==> src/rtl/mux_seq_nch_if.sv <==
// Bus bundle for mux_seq_nch: control/data inputs and the registered output port.
//   master : drives inEn, inMode, inSel, inData; observes the outputs
//   slave  : the mux itself; consumes inputs, drives outData/outSel/outValid/outWrap
interface mux_seq_nch_if #(
  parameter int NCH   = 8,
  parameter int WIDTH = 1
);
  localparam int SEL_W = (NCH > 1) ? $clog2(NCH) : 1;

  logic                 inEn;
  logic                 inMode;
  logic [SEL_W-1:0]     inSel;
  logic [NCH*WIDTH-1:0] inData;
  logic [WIDTH-1:0]     outData;
  logic [SEL_W-1:0]     outSel;
  logic                 outValid;
  logic                 outWrap;

  modport master (
    output inEn, inMode, inSel, inData,
    input  outData, outSel, outValid, outWrap
  );

  modport slave (
    input  inEn, inMode, inSel, inData,
    output outData, outSel, outValid, outWrap
  );
endinterface

==> src/rtl/mux_seq_nch.sv <==
// Registered N-channel multiplexer with manual select and round-robin scan.
//   inClk  : clock, rising edge
//   inRst  : synchronous active-high reset (overrides everything)
//   bus    : slave side of mux_seq_nch_if
//            inEn   - enable, low freezes state/counters and drops outValid
//            inMode - 0 manual (inSel picks channel), 1 round-robin scan
//            inSel  - manual channel index
//            inData - packed channels, channel i at [i*WIDTH +: WIDTH]
//            outData/outSel/outValid/outWrap - registered, one cycle latency
module mux_seq_nch #(
  parameter int NCH   = 8,
  parameter int WIDTH = 1,
  parameter int DWELL = 1
) (
  input logic          inClk,
  input logic          inRst,
  mux_seq_nch_if.slave bus
);
  localparam int SEL_W = (NCH > 1) ? $clog2(NCH) : 1;
  localparam int DW_W  = ($clog2(DWELL + 1) > 0) ? $clog2(DWELL + 1) : 1;

  typedef enum logic [1:0] {IDLE, MAN, SCAN} state_t;

  state_t            state, stateNxt;
  logic [SEL_W-1:0]  chanCnt, chanNxt, curChan, selNxt;
  logic [DW_W-1:0]   dwellCnt, dwellNxt, curDwell;
  logic [WIDTH-1:0]  dataNxt;
  logic              validNxt, wrapNxt, lastDwell;
  logic [WIDTH-1:0]  chans [NCH];

  for (genvar i = 0; i < NCH; i++) begin : gUnpack
    assign chans[i] = bus.inData[i*WIDTH +: WIDTH];
  end

  // A scan entered from IDLE/MAN starts on channel 0 with a full dwell; the
  // entering edge already emits the first dwell cycle of channel 0.
  assign curChan   = (state == SCAN) ? chanCnt  : '0;
  assign curDwell  = (state == SCAN) ? dwellCnt : '0;
  assign lastDwell = (curDwell == DW_W'(DWELL - 1));

  always_comb begin
    stateNxt = state;
    chanNxt  = chanCnt;
    dwellNxt = dwellCnt;
    dataNxt  = bus.outData;
    selNxt   = bus.outSel;
    validNxt = 1'b0;
    wrapNxt  = 1'b0;
    if (bus.inEn) begin
      if (!bus.inMode) begin
        stateNxt = MAN;
        selNxt   = bus.inSel;
        if (int'(bus.inSel) < NCH) begin
          dataNxt  = chans[bus.inSel];
          validNxt = 1'b1;
        end else begin
          dataNxt  = '0;
        end
      end else begin
        stateNxt = SCAN;
        dataNxt  = chans[curChan];
        selNxt   = curChan;
        validNxt = 1'b1;
        wrapNxt  = lastDwell && (curChan == SEL_W'(NCH - 1));
        if (lastDwell) begin
          dwellNxt = '0;
          chanNxt  = (curChan == SEL_W'(NCH - 1)) ? '0 : curChan + 1'b1;
        end else begin
          dwellNxt = curDwell + 1'b1;
          chanNxt  = curChan;
        end
      end
    end
  end

  always_ff @(posedge inClk) begin
    if (inRst) begin
      state        <= IDLE;
      chanCnt      <= '0;
      dwellCnt     <= '0;
      bus.outData  <= '0;
      bus.outSel   <= '0;
      bus.outValid <= 1'b0;
      bus.outWrap  <= 1'b0;
    end else begin
      state        <= stateNxt;
      chanCnt      <= chanNxt;
      dwellCnt     <= dwellNxt;
      bus.outData  <= dataNxt;
      bus.outSel   <= selNxt;
      bus.outValid <= validNxt;
      bus.outWrap  <= wrapNxt;
    end
  end
endmodule

==> src/flat_wrapper.sv <==
// flat-port wrapper written by rule: the top's interface ports become plain ports
module mux_seq_nch_flat 
#(
  parameter int NCH   = 8,
  parameter int WIDTH = 1,
  parameter int DWELL = 1
)
  (inClk, inRst, bus_inEn, bus_inMode, bus_inSel, bus_inData, bus_outData, bus_outSel, bus_outValid, bus_outWrap);
  mux_seq_nch_if #(.NCH(NCH), .WIDTH(WIDTH)) bus_i ();
  input logic inClk;
  input logic inRst;
  input wire logic [$bits(bus_i.inEn)-1:0] bus_inEn;
  input wire logic [$bits(bus_i.inMode)-1:0] bus_inMode;
  input wire logic [$bits(bus_i.inSel)-1:0] bus_inSel;
  input wire logic [$bits(bus_i.inData)-1:0] bus_inData;
  output wire logic [$bits(bus_i.outData)-1:0] bus_outData;
  output wire logic [$bits(bus_i.outSel)-1:0] bus_outSel;
  output wire logic [$bits(bus_i.outValid)-1:0] bus_outValid;
  output wire logic [$bits(bus_i.outWrap)-1:0] bus_outWrap;
  assign bus_i.inEn = bus_inEn;
  assign bus_i.inMode = bus_inMode;
  assign bus_i.inSel = bus_inSel;
  assign bus_i.inData = bus_inData;
  assign bus_outData = bus_i.outData;
  assign bus_outSel = bus_i.outSel;
  assign bus_outValid = bus_i.outValid;
  assign bus_outWrap = bus_i.outWrap;
  mux_seq_nch #(.NCH(NCH), .WIDTH(WIDTH), .DWELL(DWELL)) u_core (.inClk(inClk), .inRst(inRst), .bus(bus_i));
endmodule
==> config.mk <==
export PLATFORM = sky130hd
export DESIGN_NAME = mux_seq_nch_flat
export DESIGN_NICKNAME = d
export VERILOG_FILES = /design/src/rtl/mux_seq_nch_if.sv /design/src/rtl/mux_seq_nch.sv /design/src/flat_wrapper.sv
export SDC_FILE = /design/constraint.sdc
export NUM_CORES = 1
export LEC_CHECK = 0
export ABC_CLOCK_PERIOD_IN_PS = 1500
export BUFFER_PORTS_ARGS = -buffer_cell sky130_fd_sc_hd__buf_4
export CELL_PAD_IN_SITES_DETAIL_PLACEMENT = 1
export CELL_PAD_IN_SITES_GLOBAL_PLACEMENT = 2
export CORE_MARGIN = 4
export CORE_UTILIZATION = 24
export DETAILED_ROUTE_END_ITERATION = 12
export GPL_TIMING_DRIVEN = 0
export PLACE_DENSITY_LB_ADDON = 0.1
export SLEW_MARGIN = 5
export SYNTH_ARGS = -nofsm -noshare
export SYNTH_HDL_FRONTEND = slang
export SYNTH_SLANG_ARGS = --single-unit
==> constraint.sdc <==
create_clock -name inClk -period 1.5 [get_ports inClk]
set_input_delay 0.075 -clock inClk [delete_from_list [all_inputs] [get_ports inClk]]
set_output_delay 0.075 -clock inClk [all_outputs]
set_load 0.005 [all_outputs]
### Word-level counts from Yosys, hierarchy flattened

Cells that the tools add are included.

| storage, ports and cells | value |
|---|---|
| register bits after elaboration | 12 |
| bits in latches | 0 |
| RAM bits | 0 |
| bits in read-only memories | 0 |
| output and inout bits | 6 |
| memories kept | 0 |

| cells by class | value |
|---|---|
| add/subtract/negate cells | 2 |
| multiply operators | 0 |
| divide/modulo/power cells | 0 |
| $lt $le $gt $ge | 2 |
| equal/unequal tests | 2 |
| shifts and indexed selects | 0 |
| mux-type cells | 15 |
| bitwise operators | 5 |
| reductions and logical operators | 3 |

Operators with widths:

| operator | number |
|---|---|
| $mux 3 | 4 |
| $ge 4x4->1 const B | 2 |
| $mux 1 | 8 |
| $not 3->4 | 2 |
| $bmux 1 s3 | 2 |
| $add 3x1->3 const B | 1 |
| $eq 3x3->1 const B | 1 |
| $not 1->1 | 3 |
| $reduce_or 3->1 | 1 |
| $eq 2x2->1 const B | 1 |
| $mux 2 | 1 |
| $reduce_and 2->1 | 1 |
| $add 1x1->1 const B | 1 |
| $logic_and 1x1->1 | 1 |

### Logic depth before layout (Yosys ltp)

Gate-level depths: netlist (run 1).

| logic depth | value |
|---|---|
| depth in word-level cells | 7 |
| gate-level depth with buffers | 6 |

### Least setup slack after synthesis (run 1)

No wires, ideal clock.

| path | value |
|---|---|
| kind | reg-to-reg |
| start | reg u_core.state[0] |
| end | reg u_core.chanCnt[2] |
| setup time | 0.132 ns |
| arrival time | 1.288 ns |
| required time | 1.368 ns |
| path slack | 0.081 ns |
| cell stages (with the launch flop) | 7 |
| buffers on the path | 0 |
| cells stage by stage | dfxtp_1 > and2b_2 > and2_1 > ha_1 > ha_1 > nand3_1 > a21oi_1 |

| between the ends | value |
|---|---|
| word-level cells in the longest chain between the ends | 5 |
| elaborated cells between the ends (all ways) | 7 |
| those cells by class | 1 x add/sub; 2 x eq/ne; 4 x mux |

Ends and longest elaborated chain:

| what | RTL line | source |
|---|---|---|
| start, declared | mux_seq_nch.sv:24 | `state_t state, stateNxt;` |
| start signal, assigned | mux_seq_nch.sv:86 | `state <= stateNxt;` |
| $eq 2x2->1 * | mux_seq_nch.sv:37, mux_seq_nch.sv:38 |  |
| $mux 3 | mux_seq_nch.sv:37 | `assign curChan = (state == SCAN) ? chanCnt : '0;` |
| $add 3x1->3 or $eq 3x3->1 (tied branches) | mux_seq_nch.sv:67 | `chanNxt = (curChan == SEL_W'(NCH - 1)) ? '0 : curChan + 1'b1;` |
| $mux 3 | mux_seq_nch.sv:67 |  |
| $mux 3 * | mux_seq_nch.sv:65 | `if (lastDwell) begin` |
| end signal, assigned | mux_seq_nch.sv:87 | `chanCnt <= chanNxt;` |
| end, declared | mux_seq_nch.sv:25 | `logic [SEL_W-1:0] chanCnt, chanNxt, curChan, selNxt;` |

Mark *: on every way between the ends. The rest lies on a longest branch, timed or not.
A chain may end at the register's enable or synchronous reset.

### Worst setup path after layout (run 1)

Same ends and word-level chain as after synthesis.

==> out/results.ini, run 1 <==
[clock_network]
clkLatencyLatePin_ps = 270
cts_buffers = 3
h-tree-depth = 1
cts_tree = done
path_clk_slew_ps = 70
clockBufferDepth = 2
clock_sinks = 11
cts-root-buf = clkbuf_4

[die]
core_area_mm2 = 0.00245
ioPinCount = 21
die_h_um = 58.6
initial_core_util = 0.250
row_count = 18
fp.dieW_um = 58.6
dieArea_mm2 = 0.00343

[routing]
drt-total-wl_um = 1790
vias = 600
drt-initial-drc-count = 3
postRouteAntennaNets = 0
drc = 0
viasPerCell = 4.80
drt-wirelength-per-cell_um = 14.3
first_pass_iters = 3

[timing]
relSlewSlack = 0.684
fin_tns_setup_ps = 0
maxSlewViolCount = 0
grt_setup_unrepaired = no
skew_ps = 0.566
fmaxAchievable_ghz = 0.710
fin_crit_sh = 0.939
fin_crit_ps = 1410
timing.final.hold_violations = 0
timing.final.ws_setup_ps = 91.1
setup_viol = 0
tightest_slew_ps = 474

[worst_setup_path]
path_max_fanout = 3
criticalPathCategory = reg -> reg
arrival_ps = 1610
endpoint_kind = flip-flop
cp-start-kind = flip-flop
required_ps = 1700

[placement]
hpwl_um = 1380
pre_cts_slack_ps = -67.9
gp_congestion = 0.733
portBuffers = 19

[power]
peakVddDrop_v = 0.000447
powerDensity_mw_per_mm2 = 734
leakage_uw = 0.000387

[logic_synthesis]
synth_cell_types = 31
synth_warnings = 0
syn_avg_cell_area_um2 = 9.03
netlist_area_um2 = 614
syn-num-nets = 85
synth.yosys.seq_area_share = 0.358
ys_ff_latch = 11
synthCells = 68

[global_route]
antenna_found_initial = 0
grt_use_total = 0.115
gr-usage-met2 = 0.188
grt_pass1_wl_um = 2920
grt_max_degree = 11
use_met1 = 0.143
met3_usage = 0.0504
grt_pass1_vias = 618
grt_most_used_layer = met2
grt_overflow_total = 0

[cells_and_area]
drive_gt1_frac = 0.389
antennaDiodeCount = 0
syn2layout_area_growth_pct = 45.0
utilization = 0.363
layout.nets = 113

[hold_path]
hp-class = in -> reg

[outcome]
status = completed

[run]
maxCapViolCount = 0

-- per-layer routing --
layer  up-vias  share of wire
met2        11           0.50
met4         0         0.0045
li1        301              -
met1       286           0.45
met3         2          0.053
met5         -              0
-- stage by stage --
stage          hold slack, ps  std cells  cell area [um^2]  power (uW)
3_3_place_gp              282        117               795         446
3_5_place_dp              275        117               795         447
5_1_grt                   132        125               891         702
2_1_floorplan             163         68               614         380
4_1_cts                   116        124               850         667
6_report                  131        125               891         654
-- placed cells by master, fill, tap and decap left out, types with 2 or more instances in the layout --
| cell | instances |
|---|---|
| nor2b_1 | 2 |
| mux2i_1 | 7 |
| clkbuf_1 | 3 |
| a21oi_1 | 3 |
| clkbuf_4 | 3 |
| dfxtp_1 | 10 |
| buf_4 | 22 |
| nand2_1 | 6 |
| nand2b_1 | 3 |
| inv_1 | 2 |
| nor2_1 | 5 |
| a211oi_1 | 3 |
| ha_4 | 2 |
-- layout make-up --
type                       count  area (um^2)
fill                         301         1560
multi-input combinational     52          410
sequential                    11          221
timing repair buffer          23          175
tap                           30         37.5
clock buffer                   4         26.3
buffer                         3         12.5
inverter                       2         7.51
-- flip-flops by register name, summed over array words and instances, names as in the netlist --
register	cells
u_core.state	2
u_core.chanCnt	3
u_core.bus.outValid	1
u_core.bus.outData	1
u_core.bus.outSel	3
u_core.bus.outWrap	1
-- power breakdown --
| group | switching, uW | total (uW) | internal [uW] |
|---|---|---|---|
| clock | 103 | 206 | 103 |
| combinational | 58.0 | 132 | 73.9 |
| sequential | 9.46 | 316 | 307 |
-- synthesized netlist by cell type --
cell	instances	area share
nor3_1	1	0.0081
clkbuf_1	2	0.012
and3b_2	1	0.016
mux2_2	1	0.018
a31oi_1	1	0.010
nor2b_1	2	0.020
and3b_1	1	0.014
o22ai_1	1	0.010
nor3b_1	1	0.012
nor2_1	5	0.031
and2b_2	1	0.014
o21ai_1	1	0.0081
dfxtp_1	11	0.36
and2_1	1	0.010
o211ai_1	1	0.012
o21ai_0	1	0.0081
a211oi_1	3	0.037
inv_1	2	0.012
mux2i_1	7	0.11
ha_1	2	0.041
nand2_1	6	0.037
nand2b_1	3	0.031
o311ai_0	1	0.014
mux4_2	1	0.037
buf_2	1	0.0081
or3b_2	1	0.014
o2111a_1	1	0.018
and3_1	1	0.010
a311oi_1	1	0.014
nand3_1	2	0.016
a21oi_1	4	0.033
-- cells by family after synthesis --
group	Yosys count	synth area share
mux	9	0.169
simple gates	26	0.234
flops	11	0.358
compound gates	15	0.165
buf+inv	5	0.0326
fa+ha+maj	2	0.0407
-- critical path: stages (launching register included) --
cell	delay, ps
dfxtp_2	320
and2b_2	220
and2_4	170
ha_4	160
ha_4	250
nand3_2	70
a21oi_2	140
-- final timing paths --
check	endpoint	slack, ps	start	depth (start not counted)
max	u_core.chanCnt[2]	90	u_core.state[0]	6
min	u_core.state[1]	130	bus_inEn	3
max reg2reg	u_core.chanCnt[2]	90	u_core.state[0]	6
min reg2reg	u_core.chanCnt[2]	480	u_core.chanCnt[2]	2
-- repair_timing --
action,CTS,global route
pin swaps,1,2
setup endpoints to repair,1,1
setup buffers,2,1
gates resized for setup,2,5
hold buffers,1,0
endpoints found under the hold margin,1,0
No activity file was read; power rests on OpenSTA's default activity.
==> inputs of run 2 (changes only) <==
- CTS_BUF_LIST: default -> sky130_fd_sc_hd__clkbuf_4 sky130_fd_sc_hd__clkbuf_8 sky130_fd_sc_hd__clkbuf_16
==> out/results.ini, run 2 (synthesized netlist as in run 1, its figures left out) <==
[timing]
fmaxAchievable_ghz = 0.716  ; +0.83%
maxSlewViolCount = 0  ; unchanged
timing.final.hold_violations = 0  ; unchanged
fin_crit_sh = 0.932  ; -0.00770
setup_viol = 0  ; unchanged
grt_setup_unrepaired = no
relSlewSlack = 0.691  ; +0.00749
tightest_slew_ps = 463  ; -11.2 ps
fin_crit_ps = 1400  ; -11.5 ps
timing.hold.ws_ps = 133  ; +1.61 ps
skew_ps = 0.578  ; +0.0125 ps
timing.final.ws_setup_ps = 103  ; +11.5 ps

[cells_and_area]
design_area_um2 = 895  ; +0.42%
multi_input_area_um2 = 410  ; unchanged
ff_latch_area_um2 = 221  ; unchanged
mostFrequentLayoutCells = buf_4 (22), dfxtp_1 (10), mux2i_1 (7), nand2_1 (6), nor2_1 (5)
syn2layout_area_growth_pct = 45.6
antennaDiodeCount = 0  ; unchanged
final_common_cell = buf_4
fin_cells = 125  ; unchanged
nFillCells = 299  ; -0.66%
reg_top3 = u_core.bus.outSel (3), u_core.chanCnt (3), u_core.state (2)
layout.nets = 113  ; unchanged
drive_gt1_frac = 0.400  ; +0.0105
utilization = 0.364  ; +0.00153

[worst_setup_path]
criticalPathCategory = reg -> reg
r2r_start = u_core.state[0]
worst-path-buf-inv = 0  ; unchanged
required_ps = 1710  ; about the same
cp.depth = 6  ; unchanged
arrival_ps = 1600  ; about the same
path_max_fanout = 3  ; unchanged
endpoint_kind = flip-flop
crit_slowest_cell = dfxtp_2
crit_family = simple AND/OR/NAND/NOR gates
crit_path_frequent_cell = ha_4
crit_start = u_core.state[0]
crit_path_max_incr_delay_ps = 320  ; about the same
rr_worst_depth = 6  ; unchanged
cp-start-kind = flip-flop
worstPathCellList = and2b_2, and2_4, ha_4, ha_4, nand3_2, a21oi_2

[routing]
vias = 603  ; +0.50%
viasPerCell = 4.82  ; +0.50%
drt-initial-drc-count = 4  ; +1
drt-total-wl_um = 1790  ; -0.17%
drc = 0  ; unchanged
drt-wirelength-per-cell_um = 14.3  ; -0.17%
first_pass_iters = 4  ; +1
postRouteAntennaNets = 0  ; unchanged

[clock_network]
clkLatencyLatePin_ps = 270  ; about the same
clock_sinks = 11  ; unchanged
h-tree-depth = 1  ; unchanged
cts_tree = done
cts_buffers = 3  ; unchanged
cts-root-buf = clkbuf_4
path_clk_slew_ps = 70  ; about the same
clockBufferDepth = 2  ; unchanged

[global_route]
grt_max_degree = 11  ; unchanged
antenna_found_initial = 0  ; unchanged
met3_usage = 0.0504  ; unchanged
grt_pass1_wl_um = 2900  ; -0.48%
grt_use_total = 0.115  ; -0.000454
grt_overflow_total = 0  ; unchanged
grt_most_used_layer = met2
use_met1 = 0.139  ; -0.00402
gr-usage-met2 = 0.191  ; +0.00319
grt_pass1_vias = 621  ; +0.49%

[hold_path]
hp-class = in -> reg
worstHoldStart = bus_inEn
min_path_cells = 3  ; unchanged

[placement]
pre_cts_slack_ps = -67.9  ; unchanged
gp_congestion = 0.733  ; unchanged
portBuffers = 19  ; unchanged
numPlacedInstances = 117  ; unchanged
hpwl_um = 1380  ; unchanged
place_area_um2 = 795  ; unchanged

[power]
peakVddDrop_v = 0.000447  ; about the same
powerDensity_mw_per_mm2 = 750  ; +2.3%
leakage_uw = 0.000390  ; +0.88%

[die]
die_h_um = 58.6  ; unchanged
dieArea_mm2 = 0.00343  ; unchanged
ioPinCount = 21  ; unchanged
core_area_mm2 = 0.00245  ; unchanged
fp.dieW_um = 58.6  ; unchanged
row_count = 18  ; unchanged
initial_core_util = 0.250  ; unchanged

[run]
maxCapViolCount = 0  ; unchanged

[outcome]
status = completed

## run 2: cell count changes in the layout (fill, tap and decap cells not counted)
cell      delta
clkbuf_1     -1
clkbuf_4     +1
## run 2: per-layer routing
| layer | part of all wire | vias up | routed length [um] |
|---|---|---|---|
| li1 | - | 300 | - |
| met3 | 0.059 | 2 | 106 |
| met5 | 0 | - | 0 |
| met2 | 0.51 | 16 | 908 |
| met1 | 0.43 | 285 | 762 |
| met4 | 0.0045 | 0 | 8 |
## run 2: power by group
group / switching [uW] / internal, uW
Combinational: 57.6 / 73.9
Clock: 103 / 121
Sequential: 9.66 / 307
Total: 170 / 502
## run 2: final timing paths
check                 endpoint  slack [ps]
max          u_core.chanCnt[2]         100
max reg2reg  u_core.chanCnt[2]         100
min reg2reg  u_core.chanCnt[2]         480
min            u_core.state[1]         130
## run 2: final cells by class
cell class | instances | share of cell area
timing repair buffer | 23 | 0.196
buffer | 3 | 0.0140
tap | 30 | 0.0420
inverter | 2 | 0.00839
multi-input combinational | 52 | 0.459
clock buffer | 4 | 0.0336
sequential | 11 | 0.248
## run 2: timing repair
| action | CTS | global route |
|---|---|---|
| hold buffers | 1 | 0 |
| hold endpoints to repair | 1 | 0 |
| pin swaps | 1 | 2 |
| setup buffers | 2 | 1 |
| endpoints found under the setup margin | 1 | 1 |
| gates resized for setup | 2 | 5 |
## run 2: worst min-delay path: cells and delay by family
family                 cells  cell delay [ps]
buffers and inverters      1              120
and+or+nand+nor            1              100
AOI/OAI and AO/OA          1               50
## run 2: stage by stage
stage          setup TNS, ps  total power, uW
3_5_place_dp           -67.9              447
6_report                   0              671
2_1_floorplan              0              380
5_1_grt                    0              718
3_3_place_gp           -64.8              446
4_1_cts                    0              685
==> inputs of run 3 (changes only) <==
- CORE_MARGIN: 4 -> 2
==> out/results.ini, run 3 (synthesized netlist as in run 1, its figures left out) <==
[outcome]
status = completed

[placement]
portBuffers = 19  ; unchanged
hpwl_um = 1360  ; -1.4%
gp_congestion = 0.674  ; -8.1%
pre_cts_slack_ps = -66.6  ; +1.24 ps
numPlacedInstances = 117  ; unchanged

[worst_setup_path]
crit_slowest_cell = dfxtp_2
endpoint_kind = flip-flop
arrival_ps = 1640  ; +40 ps
required_ps = 1710  ; about the same
cp-start-kind = flip-flop
criticalPathCategory = reg -> reg
crit_path_frequent_cell = ha_4
worstPathCellList = and2b_2, and2_4, ha_4, ha_4, nand3_2, a21oi_2
path_max_fanout = 4  ; +1
crit_path_max_incr_delay_ps = 330  ; about the same

[die]
dieArea_mm2 = 0.00298  ; -13%
fp.dieW_um = 54.6  ; -6.8%
ioPinCount = 21  ; unchanged
core_area_mm2 = 0.00245  ; unchanged
die_h_um = 54.6  ; -6.8%
initial_core_util = 0.250  ; unchanged
row_count = 18  ; unchanged

[clock_network]
clkLatencyLatePin_ps = 270  ; about the same
h-tree-depth = 1  ; unchanged
clock_sinks = 11  ; unchanged
cts_buffers = 3  ; unchanged
cts_tree = done
cts-root-buf = clkbuf_4
clockBufferDepth = 2  ; unchanged
path_clk_slew_ps = 70  ; about the same

[timing]
fmaxAchievable_ghz = 0.698  ; -2.5%
fin_crit_sh = 0.955  ; +0.0234
setup_viol = 0  ; unchanged
fin_crit_ps = 1430  ; +35.1 ps
timing.final.hold_violations = 0  ; unchanged
relSlewSlack = 0.672  ; -0.0194
timing.final.ws_setup_ps = 67.5  ; -35.1 ps
maxSlewViolCount = 0  ; unchanged
tightest_slew_ps = 492  ; +29.1 ps
skew_ps = 0.823  ; +0.244 ps
fin_tns_setup_ps = 0  ; unchanged

[routing]
drt-total-wl_um = 1780  ; -0.34%
postRouteAntennaNets = 0  ; unchanged
vias = 608  ; +0.83%
drt-initial-drc-count = 3  ; -1
first_pass_iters = 4  ; unchanged
drt-wirelength-per-cell_um = 14.3  ; +0.47%
viasPerCell = 4.90  ; +1.6%
drc = 0  ; unchanged

[cells_and_area]
mostFrequentLayoutCells = buf_4 (21), dfxtp_1 (10), mux2i_1 (7), nand2_1 (6), nor2_1 (5)
nFillCells = 298  ; -0.33%
syn2layout_area_growth_pct = 44.4
layout.nets = 112  ; -0.88%
drive_gt1_frac = 0.394  ; -0.00638
antennaDiodeCount = 0  ; unchanged
reg_top3 = u_core.bus.outSel (3), u_core.chanCnt (3), u_core.state (2)
final_common_cell = buf_4
fin_cells = 124  ; -0.80%

[global_route]
antenna_found_initial = 0  ; unchanged
grt_pass1_vias = 610  ; -1.8%
grt_overflow_total = 0  ; unchanged
grt_max_degree = 11  ; unchanged
grt_use_total = 0.147  ; +0.0325
grt_pass1_wl_um = 2980  ; +2.6%

[run]
maxCapViolCount = 0  ; unchanged

[power]
peakVddDrop_v = 0.000482  ; +7.8%
powerDensity_mw_per_mm2 = 752  ; +0.28%
leakage_uw = 0.000385  ; -1.3%

[hold_path]
hp-class = in -> reg

[run 3: cell count changes in the layout (fill, tap and decap cells not counted), sizes merged]
cell	change
buf	-1
[run 3: worst paths after layout]
path | slack (ps) | depth (start not counted) | startpoint | to
worst min-delay path | 130 | 3 | bus_inEn | u_core.state[1]
worst min register to register | 480 | 2 | u_core.chanCnt[2] | u_core.chanCnt[2]
worst max-delay path | 70 | 6 | u_core.state[0] | u_core.chanCnt[2]
worst max register to register | 70 | 6 | u_core.state[0] | u_core.chanCnt[2]
[run 3: metal layers]
| layer | up-vias | wire [um] | part of all wire | GRT usage |
|---|---|---|---|---|
| met1 | 296 | 797 | 0.45 | 0.189 |
| met3 | 2 | 72 | 0.040 | 0.0574 |
| met2 | 11 | 895 | 0.50 | 0.230 |
| met4 | 0 | 13 | 0.0073 | 0.0375 |
| met5 | - | 0 | 0 | 0 |
| li1 | 299 | - | - | - |
[run 3: cell type report]
class / instances / area (um^2) / area share
flip-flops and latches: 11 / 221 / 0.250
inverters: 2 / 7.51 / 0.00846
repair buffers: 22 / 168 / 0.189
plain buffers: 3 / 12.5 / 0.0141
well taps: 30 / 37.5 / 0.0423
multi-input cells: 52 / 410 / 0.463
clock buffers: 4 / 30.0 / 0.0339
[run 3: stage by stage]
stage	power, uW	hold slack (ps)	instance area (um^2)	utilization
after floorplan	380	163	614	-
after global placement	446	282	795	0.324
after detailed placement	446	274	795	0.324
after CTS	679	128	861	0.351
after global routing	712	131	887	0.361
final	668	128	887	0.361
[run 3: power by group]
part	total, uW	leakage [uW]	switching [uW]	internal (uW)
clock	223	0.0000184	102	121
combinational	128	0.000276	55.8	71.8
sequential	317	0.0000907	10.5	307
[run 3: repair_timing]
action	CTS	global route
setup buffers	2	0
hold buffers	1	0
setup endpoints to repair	1	1
endpoints found under the hold margin	1	0
pin swaps	2	1
resized for setup	4	3
[run 3: worst max-delay path: cells and delay by family (launching register included)]
family,cells,cell delay (ps)
AND/OR/NAND/NOR,3,490
flip-flops,1,330
adder cells (fa/ha/maj),2,410
AO/OA/AOI/OAI,1,130
